[src/rtl/ahb_arb_pkg.sv]
// Shared types and helpers for the AHB-lite bus arbiter.
//   htrans_e / hburst_e : AHB transfer-type and burst-type encodings
//   burst_beats()       : beat count of a burst type (0 = undefined-length INCR)
//   HRESP_OKAY/ERROR    : slave response encodings
package ahb_arb_pkg;

    typedef enum logic [1:0] {
        HTRANS_IDLE   = 2'b00,
        HTRANS_BUSY   = 2'b01,
        HTRANS_NONSEQ = 2'b10,
        HTRANS_SEQ    = 2'b11
    } htrans_e;

    typedef enum logic [2:0] {
        HBURST_SINGLE = 3'b000,
        HBURST_INCR   = 3'b001,
        HBURST_WRAP4  = 3'b010,
        HBURST_INCR4  = 3'b011,
        HBURST_WRAP8  = 3'b100,
        HBURST_INCR8  = 3'b101,
        HBURST_WRAP16 = 3'b110,
        HBURST_INCR16 = 3'b111
    } hburst_e;

    localparam logic [1:0] HRESP_OKAY  = 2'b00;
    localparam logic [1:0] HRESP_ERROR = 2'b01;

    // Wide enough for beats-1 of the longest defined burst (16 beats)
    localparam int unsigned BEAT_CNT_W = 4;

    // Number of beats in a burst; 0 marks the undefined-length INCR burst
    function automatic int burst_beats(hburst_e burst);
        int beats;
        case (burst)
            HBURST_SINGLE:                beats = 1;
            HBURST_WRAP4,  HBURST_INCR4:  beats = 4;
            HBURST_WRAP8,  HBURST_INCR8:  beats = 8;
            HBURST_WRAP16, HBURST_INCR16: beats = 16;
            default:                      beats = 0;
        endcase
        return beats;
    endfunction

endpackage

[src/rtl/ahb_arb_burst_cnt.sv]
// Remaining-beat counter for a defined-length burst.
//   hclk, hreset : clock, asynchronous active-high reset
//   load/load_val: load beats-1 when the NONSEQ of a burst is accepted
//   dec          : one SEQ beat accepted
//   clr          : abandon the burst (ERROR response)
//   last_beat_c  : the SEQ currently on the bus is the final beat
module ahb_arb_burst_cnt
    import ahb_arb_pkg::*;
(
    input  logic                  hclk,
    input  logic                  hreset,
    input  logic                  load,
    input  logic [BEAT_CNT_W-1:0] load_val,
    input  logic                  dec,
    input  logic                  clr,
    output logic                  last_beat_c
);

    logic [BEAT_CNT_W-1:0] count_q;

    // Clear has priority so an ERROR always wins over a coincident load
    always_ff @(posedge hclk or posedge hreset) begin
        if (hreset) begin
            count_q <= '0;
        end else if (clr) begin
            count_q <= '0;
        end else if (load) begin
            count_q <= load_val;
        end else if (dec && (count_q != '0)) begin
            count_q <= count_q - BEAT_CNT_W'(1);
        end
    end

    // One SEQ left means the beat now on the bus closes the burst
    assign last_beat_c = (count_q == BEAT_CNT_W'(1));

endmodule

[src/rtl/ahb_lite_bus_arbiter.sv]
// AHB-lite arbiter: shares one slave port between NUM_MASTERS masters.
// Grants the address phase, muxes the owner's address/control and the
// data-phase owner's write data, and never splits a defined-length burst.
// Configuration: define AHB_ARB_FIXED_PRIO_EN for fixed priority (lowest
// index wins); otherwise round-robin starting after the current owner.
// Ports:
//   hclk, hreset                       clock, asynchronous active-high reset
//   m_hbusreq / m_hgrant               per-master request / one-hot grant
//   m_haddr..m_hwdata                  per-master packed bus signals
//   hsel,haddr,htrans,hwrite,hsize,hburst,hwdata  slave-side bus
//   hready, hresp, hrdata              slave response
//   m_hready, m_hresp, m_hrdata        slave response fanned out to masters
//   hmaster                            address-phase owner index
module ahb_lite_bus_arbiter
    import ahb_arb_pkg::*;
#(
    parameter  int unsigned NUM_MASTERS = 2,
    parameter  int unsigned ADDR_WIDTH  = 32,
    parameter  int unsigned DATA_WIDTH  = 32,
    localparam int unsigned MIDX_W      = (NUM_MASTERS > 1) ? $clog2(NUM_MASTERS) : 1
) (
    input  logic                              hclk,
    input  logic                              hreset,
    input  logic [NUM_MASTERS-1:0]            m_hbusreq,
    output logic [NUM_MASTERS-1:0]            m_hgrant,
    input  logic [NUM_MASTERS*ADDR_WIDTH-1:0] m_haddr,
    input  logic [NUM_MASTERS*2-1:0]          m_htrans,
    input  logic [NUM_MASTERS-1:0]            m_hwrite,
    input  logic [NUM_MASTERS*3-1:0]          m_hsize,
    input  logic [NUM_MASTERS*3-1:0]          m_hburst,
    input  logic [NUM_MASTERS*DATA_WIDTH-1:0] m_hwdata,
    output logic                              hsel,
    output logic [ADDR_WIDTH-1:0]             haddr,
    output logic [1:0]                        htrans,
    output logic                              hwrite,
    output logic [2:0]                        hsize,
    output logic [2:0]                        hburst,
    output logic [DATA_WIDTH-1:0]             hwdata,
    input  logic                              hready,
    input  logic [1:0]                        hresp,
    input  logic [DATA_WIDTH-1:0]             hrdata,
    output logic                              m_hready,
    output logic [1:0]                        m_hresp,
    output logic [DATA_WIDTH-1:0]             m_hrdata,
    output logic [MIDX_W-1:0]                 hmaster
);

    typedef enum logic {
        ST_ARB   = 1'b0,
        ST_BURST = 1'b1
    } state_e;

    state_e                  state_q, state_d;
    logic [MIDX_W-1:0]       hmaster_d;
    logic [MIDX_W-1:0]       data_owner_q;
    logic [NUM_MASTERS-1:0]  grant_d;
    logic                    sel_req;
    htrans_e                 sel_trans;
    hburst_e                 sel_burst;
    htrans_e                 bus_trans;
    logic [MIDX_W-1:0]       winner;
    logic                    found;
    logic                    rearb;
    logic                    cnt_load;
    logic                    cnt_dec;
    logic                    cnt_clr;
    logic                    cnt_last;
    logic [BEAT_CNT_W-1:0]   cnt_load_val;

    // Slave response is shared by every master
    assign m_hready = hready;
    assign m_hresp  = hresp;
    assign m_hrdata = hrdata;

    // Address/control mux from the address-phase owner
    always_comb begin
        sel_req   = m_hbusreq[hmaster];
        sel_trans = htrans_e'(m_htrans[hmaster*2 +: 2]);
        sel_burst = hburst_e'(m_hburst[hmaster*3 +: 3]);
        // A non-requesting owner (or reset) must not start a transfer
        bus_trans = (sel_req && !hreset) ? sel_trans : HTRANS_IDLE;
        hsel      = sel_req && !hreset;
        htrans    = bus_trans;
        haddr     = m_haddr[hmaster*ADDR_WIDTH +: ADDR_WIDTH];
        hwrite    = m_hwrite[hmaster];
        hsize     = m_hsize[hmaster*3 +: 3];
        hburst    = m_hburst[hmaster*3 +: 3];
        hwdata    = m_hwdata[data_owner_q*DATA_WIDTH +: DATA_WIDTH];
    end

    // Winner selection; master 0 is the default when nobody requests
    always_comb begin
        winner = '0;
        found  = 1'b0;
`ifdef AHB_ARB_FIXED_PRIO_EN
        for (int unsigned i = 0; i < NUM_MASTERS; i++) begin
            if (!found && m_hbusreq[MIDX_W'(i)]) begin
                winner = MIDX_W'(i);
                found  = 1'b1;
            end
        end
`else
        // Search starts after the owner, so the owner ranks last
        for (int unsigned i = 1; i <= NUM_MASTERS; i++) begin
            if (!found && m_hbusreq[MIDX_W'((32'(hmaster) + i) % NUM_MASTERS)]) begin
                winner = MIDX_W'((32'(hmaster) + i) % NUM_MASTERS);
                found  = 1'b1;
            end
        end
`endif
    end

    // Next-state / arbitration control
    always_comb begin
        state_d      = state_q;
        hmaster_d    = hmaster;
        grant_d      = m_hgrant;
        rearb        = 1'b0;
        cnt_load     = 1'b0;
        cnt_dec      = 1'b0;
        cnt_clr      = 1'b0;
        cnt_load_val = BEAT_CNT_W'(burst_beats(sel_burst) - 1);

        if (hresp == HRESP_ERROR) begin
            // Master may cancel; release the burst lock and arbitrate once ready
            cnt_clr = 1'b1;
            state_d = ST_ARB;
            rearb   = hready;
        end else if (hready) begin
            case (state_q)
                ST_ARB: begin
                    if (bus_trans == HTRANS_NONSEQ && burst_beats(sel_burst) > 1) begin
                        state_d  = ST_BURST;
                        cnt_load = 1'b1;
                    end else begin
                        rearb = 1'b1;
                    end
                end
                ST_BURST: begin
                    // BUSY and IDLE beats do not consume the burst
                    if (bus_trans == HTRANS_SEQ) begin
                        cnt_dec = 1'b1;
                        if (cnt_last) begin
                            state_d = ST_ARB;
                            rearb   = 1'b1;
                        end
                    end
                end
                default: state_d = ST_ARB;
            endcase
        end

        if (rearb) begin
            hmaster_d          = winner;
            grant_d            = '0;
            grant_d[winner]    = 1'b1;
        end
    end

    // State, grant and data-phase owner registers
    always_ff @(posedge hclk or posedge hreset) begin
        if (hreset) begin
            state_q      <= ST_ARB;
            hmaster      <= '0;
            m_hgrant     <= NUM_MASTERS'(1);
            data_owner_q <= '0;
        end else begin
            state_q  <= state_d;
            hmaster  <= hmaster_d;
            m_hgrant <= grant_d;
            if (hready) begin
                data_owner_q <= hmaster;
            end
        end
    end

    ahb_arb_burst_cnt u_burst_cnt (
        .hclk        (hclk),
        .hreset      (hreset),
        .load        (cnt_load),
        .load_val    (cnt_load_val),
        .dec         (cnt_dec),
        .clr         (cnt_clr),
        .last_beat_c (cnt_last)
    );

endmodule

[config.mk]
export PLATFORM = sky130hd
export DESIGN_NAME = ahb_lite_bus_arbiter
export DESIGN_NICKNAME = d
export VERILOG_FILES = /design/src/rtl/ahb_arb_pkg.sv /design/src/rtl/ahb_arb_burst_cnt.sv /design/src/rtl/ahb_lite_bus_arbiter.sv
export SDC_FILE = /design/constraint.sdc
export NUM_CORES = 1
export LEC_CHECK = 0
export CAP_MARGIN = 5
export CORE_AREA = 4 4 114 116
export CTS_CLUSTER_SIZE = 8
export DETAILED_ROUTE_END_ITERATION = 8
export DIE_AREA = 0 0 118 120
export PLACE_DENSITY = 0.59
export SLEW_MARGIN = 20
export SYNTH_ARGS = -nofsm -noshare
export SYNTH_HDL_FRONTEND = slang
export SYNTH_HIERARCHICAL = 1
export SYNTH_SLANG_ARGS = --single-unit
export TNS_END_PERCENT = 10
[constraint.sdc]
create_clock -name hclk -period 8.66 [get_ports hclk]
set_input_delay 0.866 -clock hclk [delete_from_list [all_inputs] [get_ports hclk]]
set_output_delay 0.866 -clock hclk [all_outputs]
set_load 0.05 [all_outputs]
# After elaboration in Yosys (flattened, before gate mapping)
# Index checks and enable logic that the tools add are counted.
[totals]
out_inout_bits = 112
elab_cells = 87
register_bits = 9
in_bits = 185
[classes]
n_eq_ne = 10
magnitude_cmp = 6
shifts = 5
muxes = 41
n_mul = 1
n_reduce_logical = 14
bitwise = 1
n_addsub = 4
[op_table]
columns = ["op", "n"]
rows = [
  ["$shiftx A64 B7 Y32", 2],
  ["$mux W32", 3],
  ["$gt A32 B2 Y1 const B", 1],
  ["$mux W1", 30],
  ["$pmux W5 S4", 1],
  ["$eq A3 B3 Y1 const B", 4],
  ["$mux W4", 3],
  ["$shiftx A6 B4 Y3", 2],
  ["$lt A1 B2 Y1 const B", 4],
  ["$eq A3 B2 Y1 const B", 2],
  ["$reduce_or A2 Y1", 3],
  ["$logic_and A1 B1 Y1", 5],
  ["$eq A2 B2 Y1 const B", 2],
  ["$eq A4 B1 Y1 const B", 1],
  ["$pmux W1 S2", 2],
  ["$reduce_bool A4 Y1", 1],
  ["$shiftx A4 B3 Y2", 1],
  ["$sub A4 B1 Y4 const B", 1],
  ["$sub A4 B2 Y4 const B", 1],
  ["$logic_not A3 Y1", 1],
  ["$mul A1 B2 Y3 const B", 1],
  ["$reduce_bool A3 Y1", 1],
  ["$add A1 B1 Y1 const B", 2],
  ["$eq A2 B1 Y1 const B", 1],
  ["other kinds (6)", 7],
]

# Depth between registers and ports, before layout
[depth]
ltp_word = 16
mapped_depth = 8
depth_no_buf = 7

# Cells and area by module
# The synthesis kept the hierarchy.
[by_module_without_submodules]
columns = ["module", "instances", "seq_area_each_um2", "area_per_inst_um2", "cells_per_inst"]
rows = [
  ["ahb_lite_bus_arbiter", 1, 101.3, 1441.4, 156],
  ["ahb_arb_burst_cnt", 1, 100.1, 330.3, 33],
]

# Least setup slack after synthesis
# OpenSTA, ideal clock, no wires.
[synth_path]
path_type = "reg2reg"
start = "reg, netlist name m_hgrant[1]"
end = "reg u_burst_cnt.count_q[1]"
arrival_time_ps = 3755
setup_time_ps = 65
period_less_slack_ps = 3820
path_slack_ps = 4840
n_path_buf = 1
required_ps = 8595
path_stages_with_launch = 9
path_cell_list = "dfrtp_1 buf_6 nand3b_1 a21oi_1 nand3_1 a2111oi_0 inv_1 nor3b_1 a311o_2"
[synth_lines]
columns = ["element", "line_no", "rtl"]
rows = [
  ["end signal: assignment", "ahb_arb_burst_cnt.sv:28", "count_q <= load_val;"],
  ["end signal: assignment", "ahb_arb_burst_cnt.sv:30", "count_q <= count_q - BEAT_CNT_W'(1);"],
  ["end: declaration", "ahb_arb_burst_cnt.sv:19", "logic [BEAT_CNT_W-1:0] count_q;"],
]

# Final worst setup path
[layout_path]
start = "in m_hbusreq[1]"
end = "out htrans[1]"
[layout_between]
elab_chain_len = 4
[layout_rtl]
columns = ["element", "line_no", "rtl"]
rows = [
  ["start: declaration", "ahb_lite_bus_arbiter.sv:24", "input logic [NUM_MASTERS-1:0] m_hbusreq,"],
  ["$mux W1 (not written as such) (2 in series)", "ahb_lite_bus_arbiter.sv:77", "sel_req = m_hbusreq[hmaster];"],
  ["$logic_and A1 B1 Y1", "ahb_lite_bus_arbiter.sv:81", "bus_trans = (sel_req && !hreset) ? sel_trans : HTRANS_IDLE;"],
  ["$mux W2", "ahb_lite_bus_arbiter.sv:81", ""],
  ["end: declaration", "ahb_lite_bus_arbiter.sv:34", "output logic [1:0] htrans,"],
]
# Every way passes these cells. The select of a mux whose other input is x is not followed.

==> metrics.cfg <==
[route]
routed-via-count = 2104
post_drt_wl_per_cell_microns = 16.0
drt_iter0_markers = 48
antenna_left = 0
routed_wl_mm = 8.44
drt_first_pass_iters = 4
detail_route.vias_per_cell = 3.98
drt_drc = 0

[worst_setup_path]
critPathTopFamily = buffers and inverters
crit_arrival_ns = 2.69
crit_chain = clkdlybuf4s50_1 -> nand3_1 -> a21oi_1 -> clkdlybuf4s50_1
timing.critical_path.fanout_max = 4
critPathKind = input port to output pin
worst-path-buf-inv = 2
worst_setup_path_start_kind = input port
endpoint_kind = output pin
cp_common_cell = sky130_fd_sc_hd__clkdlybuf4s50_1
req_time_crit_path_ns = 7.79
worst_path_max_delay_cell = sky130_fd_sc_hd__clkdlybuf4s50_1
timing.critical_path.slowest_cell_delay_ns = 0.88

[yosys]
synth.yosys.seq_area_share = 0.114
yosys_warning_count = 6
yosys_register_bits = 8
synth_top_flop_cell = sky130_fd_sc_hd__dfrtp_1
synth_async_sr_flop_share = 1.00
syn_inst = 189
ys_types = 38
synth_top_cell_area_share = 0.445
post_synth.cell_area_avg_sq_um = 9.37
post-synth-top-area-cell = sky130_fd_sc_hd__mux2_2
synth-edff-count = 0
synth.cell_area_sq_um = 1770
syn_nets = 378
netlist_top_cells_area = sky130_fd_sc_hd__mux2_2 (44%), sky130_fd_sc_hd__buf_4 (15%), sky130_fd_sc_hd__dfrtp_1 (9.9%), sky130_fd_sc_hd__inv_1 (3.0%), sky130_fd_sc_hd__ha_1 (2.8%)

[grt]
grt_usage = 0.108
wire_length_of_the_first_global_routing_pass_mm = 12.4
grt_pass1_vias = 2342
grt_max_degree = 49
globalRouteOverflowTotal = 0
antenna_found_initial = 0

[floorplanning]
floorplan.die_area_sq_um = 14200
die_width_microns = 118
floorplan.rows = 40
ioPinCount = 297
floorplan.initialDensity = 0.149
core_region_area_sq_um = 11900
chipHeight_microns = 120

[pwr]
power.static_leakage_nw = 1.51
internal_power_mw = 0.317
power.ir.vdd_worst_v = 0.0000719
switching_share = 0.487
p_clk_frac = 0.127
p_switching_mw = 0.301
cellPowerDensity_nw_per_um2 = 153
power_consumption_mw = 0.618
share_comb_of_total_power = 0.780
seq_power_share = 0.094

[clock_tree]
cts_repair_resize_count = 0
tritoncts.num_buffers = 3
cts-root-buf = sky130_fd_sc_hd__clkbuf_16
postCtsSetupBuffers = 0
cts_tree = done
clk_latency_ns = 0.23
cts_max_path_bufs = 2
clk_pin_slew_ns = 0.04
cts-htree-levels = 1
post_cts_hold_buffer_count = 0
cts.sinks = 8

[final_layout]
post_route_cells_drive_above_1_share = 0.218
fill_cells = 1216
areaGrowthSynthToFinish_pct = 129
diodes = 0
final_design_area_no_fill_sq_um = 4050
fin_nets = 571

[timing]
min_period_ns = 3.56
timing.final.crit_share = 0.411
finalSetupViolations = 0
max_slew_violation_count = 0
clock_skew_ns = 0.00176
slew_headroom = 0.320
maxClockFrequency_ghz = 0.281
rsz0062_at_grt = false
finalHoldViolCount = 0
tightest_slew_ns = 1.02
fin_ws_ns = 5.10
fin_setup_tns_ns = 0

[worst_hold_path]
hold_class = register to register

[placed_design]
detailed_place_hpwl_mm = 7.51
port_buffers = 232
gp_congestion = 0.769
post-place-ws_ns = 5.13
placedInstanceArea_sq_um = 3970

[job]
maxCapViolCount = 0

[run_status]
outcome = finished clean

-- cell families (layout without fill, tap and decap cells) --
| kind of cell | count (synthesis) | count (layout) | share of synthesized area |
|---|---|---|---|
| adders and majority gates | 4 | 4 | 0.0282 |
| xor gates and xnor gates | 1 | 1 | 0.00494 |
| muxes | 76 | 76 | 0.482 |
| AOI/OAI and AO/OA | 16 | 16 | 0.0883 |
| DFF | 8 | 8 | 0.114 |
| buffers and inverters | 60 | 252 | 0.212 |
| and+or+nand+nor | 24 | 24 | 0.0706 |
-- power by group through the flow --
stage	sequential, mW	combinational (mW)	clock (mW)
3_3_place_gp	0.0586	0.484	0
2_1_floorplan	0.0509	0.351	0
4_1_cts	0.0589	0.487	0.0805
3_5_place_dp	0.0594	0.484	0
6_report	0.0579	0.482	0.0783
5_1_grt	0.0601	0.504	0.0830
-- Yosys cell counts, types with 2 or more instances --
cell / count
sky130_fd_sc_hd__a21oi_1: 3
sky130_fd_sc_hd__buf_4: 36
sky130_fd_sc_hd__buf_6: 2
sky130_fd_sc_hd__clkbuf_1: 8
sky130_fd_sc_hd__dfrtp_1: 7
sky130_fd_sc_hd__ha_1: 4
sky130_fd_sc_hd__inv_1: 14
sky130_fd_sc_hd__mux2_2: 70
sky130_fd_sc_hd__mux2i_1: 4
sky130_fd_sc_hd__nand2_1: 6
sky130_fd_sc_hd__nand3_1: 3
sky130_fd_sc_hd__nor2_1: 4
sky130_fd_sc_hd__nor3_1: 2
sky130_fd_sc_hd__nor3b_1: 2
-- worst register-to-register path, cell delays in order, from the launching register on --
cell                       delay (ns)
sky130_fd_sc_hd__dfrtp_2         1.02
sky130_fd_sc_hd__nand3_1         0.18
sky130_fd_sc_hd__a21oi_1         0.36
sky130_fd_sc_hd__nand3_1         0.14
sky130_fd_sc_hd__nor2_1          0.45
sky130_fd_sc_hd__nand2_1         0.14
sky130_fd_sc_hd__a211o_2         0.32
sky130_fd_sc_hd__a221oi_1        0.24
-- metrics by stage --
stage                     hold slack, ns   util  instances
after floorplan                    0.564      -        189
after global placement             0.467  0.333        524
after detailed placement           0.477  0.333        524
after CTS                          0.480  0.340        528
after global routing               0.490  0.340        528
final                              0.476  0.340        528
-- cell type report --
cell class	count	area, sq um	share of cell area
Sequential cell	8	203	0.0500
Inverter	14	52.6	0.0130
Clock buffer	4	78.8	0.0195
Multi-Input combinational cell	121	1190	0.295
Timing Repair Buffer	234	2340	0.577
Tap cell	147	184	0.0454
-- worst paths after layout --
check,start,to,slack (ns),cells past startpoint
max in group asynchronous,hreset,m_hgrant[0],7.44,2
setup / recovery,m_hbusreq[1],htrans[1],5.10,4
hold reg to reg,m_hgrant[0],m_hgrant[0],0.48,2
hold / removal,m_hgrant[0],m_hgrant[0],0.48,2
setup reg to reg,m_hgrant[1],u_burst_cnt/count_q[2],5.70,7
min in group asynchronous,hreset,u_burst_cnt/count_q[1],0.99,2
-- layout by cell type (no fill, tap or decap), drive strengths merged, types with 2 or more instances in the layout --
master and count:
a2111oi 2, a21oi 3, a311oi 2, and2 2, buf 2, clkbuf 4, clkdlybuf4s50 232, dfrtp 7
ha 4, inv 14, mux2 72, mux2i 4, nand2 6, nand3 3, nor2 4, nor3 2
nor3b 2
-- registers in the layout (all words and copies together) (netlist names) --
| name | flops |
|---|---|
| data_owner_q | 1 |
| m_hgrant | 2 |
| u_burst_cnt/count_q | 4 |
| state_q | 1 |
-- per-layer routing --
layer,up-vias,share of wire,track usage
met5,-,0,0
met4,0,0.0092,0.0132
met3,4,0.11,0.0528
met2,129,0.54,0.209
met1,949,0.34,0.107
li1,1022,-,-
Power figures use the tool's default switching activity.
==> variant 1 (config.mk and constraints unchanged) <==
The package constant `BEAT_CNT_W` goes from 4 to 5.
--- a/src/rtl/ahb_arb_pkg.sv
+++ b/src/rtl/ahb_arb_pkg.sv
@@ -26,7 +26,7 @@
     localparam logic [1:0] HRESP_ERROR = 2'b01;
 
     // Wide enough for beats-1 of the longest defined burst (16 beats)
-    localparam int unsigned BEAT_CNT_W = 4;
+    localparam int unsigned BEAT_CNT_W = 5;
 
     // Number of beats in a burst; 0 marks the undefined-length INCR burst
     function automatic int burst_beats(hburst_e burst);
Formal check against the unedited RTL: same outputs for any inputs over 4 cycles, from zero or initial values and one cycle with hreset high; that may be too few to reach the edited logic, so the function may still have changed.
==> variant 1 against the unedited design <==
Clock skew is 1.5 ps lower. Utilization up 1.4 points. Power increased by 8.4%. First-iteration DRC count is 52% higher. Non-clock buffer count unchanged. Combinational power up 8.1%. Cell area up 4.2%. Count of clock-buffer cells in the layout stayed put. Register-to-register slack worse by 130 ps. Area after synthesis rose by 9.1%. Setup slack worse by 190 ps. Sequential cell count rose by 1. Routed wire length grew 15%. Largest power group unchanged.
==> variant 1: results (changes against the unedited design) <==
| Metric | Value |
|---|---|
| Post-Route M1 WL | `3.63 mm (+28%)` |
| Placed instance count | `540 (+3.1%)` |
| Layout cells sized above 1 | `9.82% (-12 points)` |
| Largest regs | `u_burst_cnt/count_q (5), m_hgrant (2)` |
| Metal2 WL | `5.21 mm (+14%)` |
| Tot GR Track Use | `12.6% (+1.8 points)` |
| Number of fill cells in the layout | `1170 (-3.8%)` |
| Placer Congestion | `0.858 (+12%)` |
| Worst-Margin Slew | `723 ps (-298 ps)` |
| Total Nets Final | `587 (+2.8%)` |
| Top cells by area, synth | `mux2_1, buf_4, mux2_2, dfrtp_1, ha_1` |
| Sw Ratio | `50.7% (+2.0 points)` |
| WL met3 | `815 um (-13%)` |
| Netlist cell types | `44 (+16%)` |
| Status | `finished clean` |
| Initial DRC Count | `73 (+52%)` |
| Skew final | `0.250 ps (-1.51 ps)` |
| Number of global-route vias before repair | `2431 (+3.8%)` |
| DP HPWL | `8.42 mm (+12%)` |
| Largest net degree at the start of global routing | `54 (+10%)` |
| Worst slack after detailed placement | `4590 ps (-540 ps)` |
| Maximum VDD drop | `0.0509 mV (-29%)` |
| Leakage | `1.58 nW (+4.3%)` |
| Post-synth net total | `396 (+4.8%)` |
| Total routed wirelength | `9.68 mm (+15%)` |
| First-pass GRT wire length | `14.3 mm (+15%)` |
| Syn avg cell area | `9.34 sq um (-0.38%)` |
[variant 1: cells by family (layout without fill, tap and decap cells)]
family | after synthesis | after routing | share of synthesized area (%)
mux | 77 | 77 | 44.9
fa+ha+maj | 4 | 4 | 2.59
compound gates | 18 | 18 | 8.80
xor+xnor | 1 | 1 | 0.453
buf+inv | 61 | 251 | 19.2
flops | 9 | 9 | 11.7
simple gates | 37 | 37 | 12.4
[variant 1: per-layer routing]
metal	vias up	track usage [%]
met4	0	0.806
li1	1095	-
met3	6	5.00
met1	1060	13.7
met2	103	24.1
met5	-	0
[variant 1: final timing paths]
kind	start	endpoint	slack (ps)	cells after the start
min in group asynchronous	hreset	m_hgrant[1]	1010	2
worst min register to register	m_hgrant[0]	m_hgrant[0]	470	2
worst min-delay path	m_hgrant[0]	m_hgrant[0]	470	2
worst max register to register	m_hgrant[1]	u_burst_cnt/count_q[2]	5570	7
worst max-delay path	hreset	htrans[1]	4920	4
max in group asynchronous	hreset	m_hgrant[0]	7420	2
[variant 1: power groups by stage]
stage / Clock (W) / Sequential [W] / Combinational [W]
floorplan: 0 / 0.0000588 / 0.000373
global placement: 0 / 0.0000679 / 0.000521
detailed placement: 0 / 0.0000695 / 0.000522
CTS: 0.0000826 / 0.0000688 / 0.000525
global route: 0.0000856 / 0.0000711 / 0.000543
finish: 0.0000801 / 0.0000685 / 0.000521
[variant 1: layout make-up]
class                           instances  area share, %
Inverter                               13           1.16
Timing Repair Buffer                  234           55.4
Sequential cell                         9           5.46
Multi-Input combinational cell        137           31.8
Tap cell                              147           4.36
Clock buffer                            4           1.87
[variant 1: critical path: stages]
cell             delay [ps]
clkdlybuf4s50_1         520
nor4bb_2                400
or2_1                   230
clkdlybuf4s50_1         860
[variant 1: through the flow]
stage	instance area (sq um)	hold slack, ps
floorplan	1930	565
global placement	4130	462
detailed placement	4130	474
CTS	4210	481
global route	4220	502
finish	4220	473
==> variant 2 (same flow settings) <==
Made on the original files. Make the reset (`hreset`) synchronous in 2 clocked blocks. Comments in the files are not updated.
--- a/src/rtl/ahb_arb_burst_cnt.sv
+++ b/src/rtl/ahb_arb_burst_cnt.sv
@@ -19,7 +19,7 @@
     logic [BEAT_CNT_W-1:0] count_q;
 
     // Clear has priority so an ERROR always wins over a coincident load
-    always_ff @(posedge hclk or posedge hreset) begin
+    always_ff @(posedge hclk) begin
         if (hreset) begin
             count_q <= '0;
         end else if (clr) begin
--- a/src/rtl/ahb_lite_bus_arbiter.sv
+++ b/src/rtl/ahb_lite_bus_arbiter.sv
@@ -158,7 +158,7 @@
     end
 
     // State, grant and data-phase owner registers
-    always_ff @(posedge hclk or posedge hreset) begin
+    always_ff @(posedge hclk) begin
         if (hreset) begin
             state_q      <= ST_ARB;
             hmaster      <= '0;
Check against the original RTL: differs if hreset is asserted again (counterexample within 4 cycles, from zero or initial values and one cycle with hreset high); with hreset held inactive, the same outputs for 4 cycles.
==> variant 2 against the unedited design <==
Final cell count is 0.38% higher. Highest routed layer unchanged. Sequential cell count is the same. Global-route usage is 0.65 points higher. Hold slack better by 15 ps. Power decreased by 30%. Cell area fell by 0.65%. Area after synthesis decreased by 0.85%. Maximum frequency is 0.33% higher. Routed wire length is 4.7% higher. Via count is 1.4% higher. Setup slack improved by 12 ps. Clock skew is 0.52 ps higher. Count of clock-buffer cells in the layout is 1 lower. Clock power rose by 0.6%.
==> variant 2: results (changes against the unedited design) <==
| Metric | Value |
|---|---|
| First-pass GRT wire length | `13.1 mm (+5.5%)` |
| Number of fill cells in the layout | `1248 (+2.6%)` |
| Maximum VDD drop | `0.0517 mV (-28%)` |
| Initial DRC Count | `44 (-8.3%)` |
| Top cells by area, synth | `mux2_2, buf_4, dfxtp_1, mux2i_1, ha_1` |
| R2R depth | `6 (-1)` |
| FF-to-FF Start | `m_hgrant[1]` |
| Main synth FF type | `dfxtp_1` |
| Hold Crit Start | `data_owner_q` |
| Synth warn | `6 (unchanged)` |
| Netlist cell types | `40 (+5.3%)` |
| Total routed wirelength | `8.84 mm (+4.7%)` |
| Worst r2r dst | `u_burst_cnt/count_q[3]` |
| Setup Buffers After CTS | `0 (unchanged)` |
| # resized after CTS | `0 (unchanged)` |
| Worst-skew pair later-pin latency | `230 ps (about the same)` |
| Largest regs | `u_burst_cnt/count_q (4), m_hgrant (2)` |
| Clock Path Buffers | `2 (unchanged)` |
| Clock Tree Root | `clkbuf_16` |
| Status | `finished clean` |
| Placed instance count | `527 (+0.57%)` |
| Critical Path Sink | `htrans[1]` |
| Number of global-route vias before repair | `2317 (-1.1%)` |
| Max-slew headroom | `37.3% (+5.3 points)` |
| DP HPWL | `7.69 mm (+2.4%)` |
| CP peak stage delay | `800 ps (-80 ps)` |
| Via count | `2134 (+1.4%)` |
| Post-synth net total | `382 (+1.1%)` |
| Post-synthesis async set-or-reset flop share | `0% (-100 points)` |
| Crit-path max FO | `10 (+6)` |
| Post-synthesis mux area share | `49.4% (+1.2 points)` |
| Syn avg cell area | `9.06 sq um (-3.4%)` |
| Wirelength per Cell | `16.7 um (+4.3%)` |
| CP max-delay cell | `clkdlybuf4s50_1` |
| Tcrit/Tclk final | `40.9% (-0.14 points)` |
| Synth Area in Compound Gates | `5.48% (-3.3 points)` |
| Post-Synth XOR/XNOR Area | `0.499% (+0.0042 points)` |
| Placer Congestion | `0.835 (+8.6%)` |
| Total Nets Final | `573 (+0.35%)` |
| Skew final | `2.28 ps (+0.521 ps)` |
| Port Buffers | `232 (unchanged)` |
| List of most frequent post-synthesis cells | `mux2_2, buf_4, dfxtp_1, nor2_1, a21oi_1` |
| Crit path from | `hreset` |
| Initial antenna violation count | `0 (unchanged)` |
| Tot GR Track Use | `11.5% (+0.65 points)` |
| TritonCTS buffer count | `3 (unchanged)` |
| H-Tree Level Count | `1 (unchanged)` |
| Leakage | `1.43 nW (-5.6%)` |
| Largest net degree at the start of global routing | `51 (+4.1%)` |
| Worst slack after detailed placement | `5110 ps (-15.7 ps)` |
| Synth Area in Adders | `2.14% (-0.69 points)` |
| CP arrival | `2680 ps (about the same)` |
| Reg2reg setup slack | `5850 ps (+150 ps)` |
| Layout cells sized above 1 | `22.7% (+0.93 points)` |
| Worst-path clk slew | `40 ps (about the same)` |
| Post-synthesis sequential area ratio | `9.12% (-2.3 points)` |
| Hold Path Class | `reg2reg` |
| Inserted Diodes | `0 (unchanged)` |
[variant 2: cell type report]
| class | count | area, sq um | area share, % |
|---|---|---|---|
| clock buffers | 3 | 75.1 | 1.87 |
| inverters | 5 | 20.0 | 0.498 |
| multi-input cells | 134 | 1250 | 31.1 |
| flip-flops and latches | 8 | 164 | 4.07 |
| well taps | 147 | 184 | 4.57 |
| repair buffers | 233 | 2330 | 57.9 |
[variant 2: metal layers]
metal / global-route usage (%) / part of all wire [%] / wire, um / vias to the layer above
met4: 2.64 / 2.2 / 193 / 0
met1: 11.8 / 35 / 3130 / 972
met2: 21.8 / 54 / 4760 / 99
li1: - / - / - / 1041
met5: 0 / 0 / 0 / -
met3: 4.52 / 8.6 / 757 / 22
[variant 2: stage by stage]
stage	area (sq um)	util, %
floorplan	1760	-
finish	4020	33.8
global route	4020	33.8
global placement	3950	33.1
CTS	4020	33.8
detailed placement	3950	33.1
[variant 2: worst max-delay path, delay by kind of cell]
family                 cells  cell delay, ps
buffers and inverters      3            1490
AOI/OAI and AO/OA          1             310
[variant 2: worst min path at each step]
| stage | to | cells after the start | slack, ps |
|---|---|---|---|
| 2_1_floorplan | state_q | 2 | 470 |
| 3_3_place_gp | data_owner_q | 2 | 480 |
| 3_5_place_dp | data_owner_q | 2 | 490 |
| 4_1_cts | data_owner_q | 2 | 500 |
| 5_1_grt | state_q | 2 | 540 |
| 6_report | data_owner_q | 2 | 490 |
[variant 2: report_power, final]
group	internal [W]	switching [W]	leakage, nW	total, W
logic	0.000146	0.000160	1.33	0.000307
clock network	0.0000597	0.0000191	0.0370	0.0000788
registers	0.0000388	0.00000862	0.0658	0.0000474
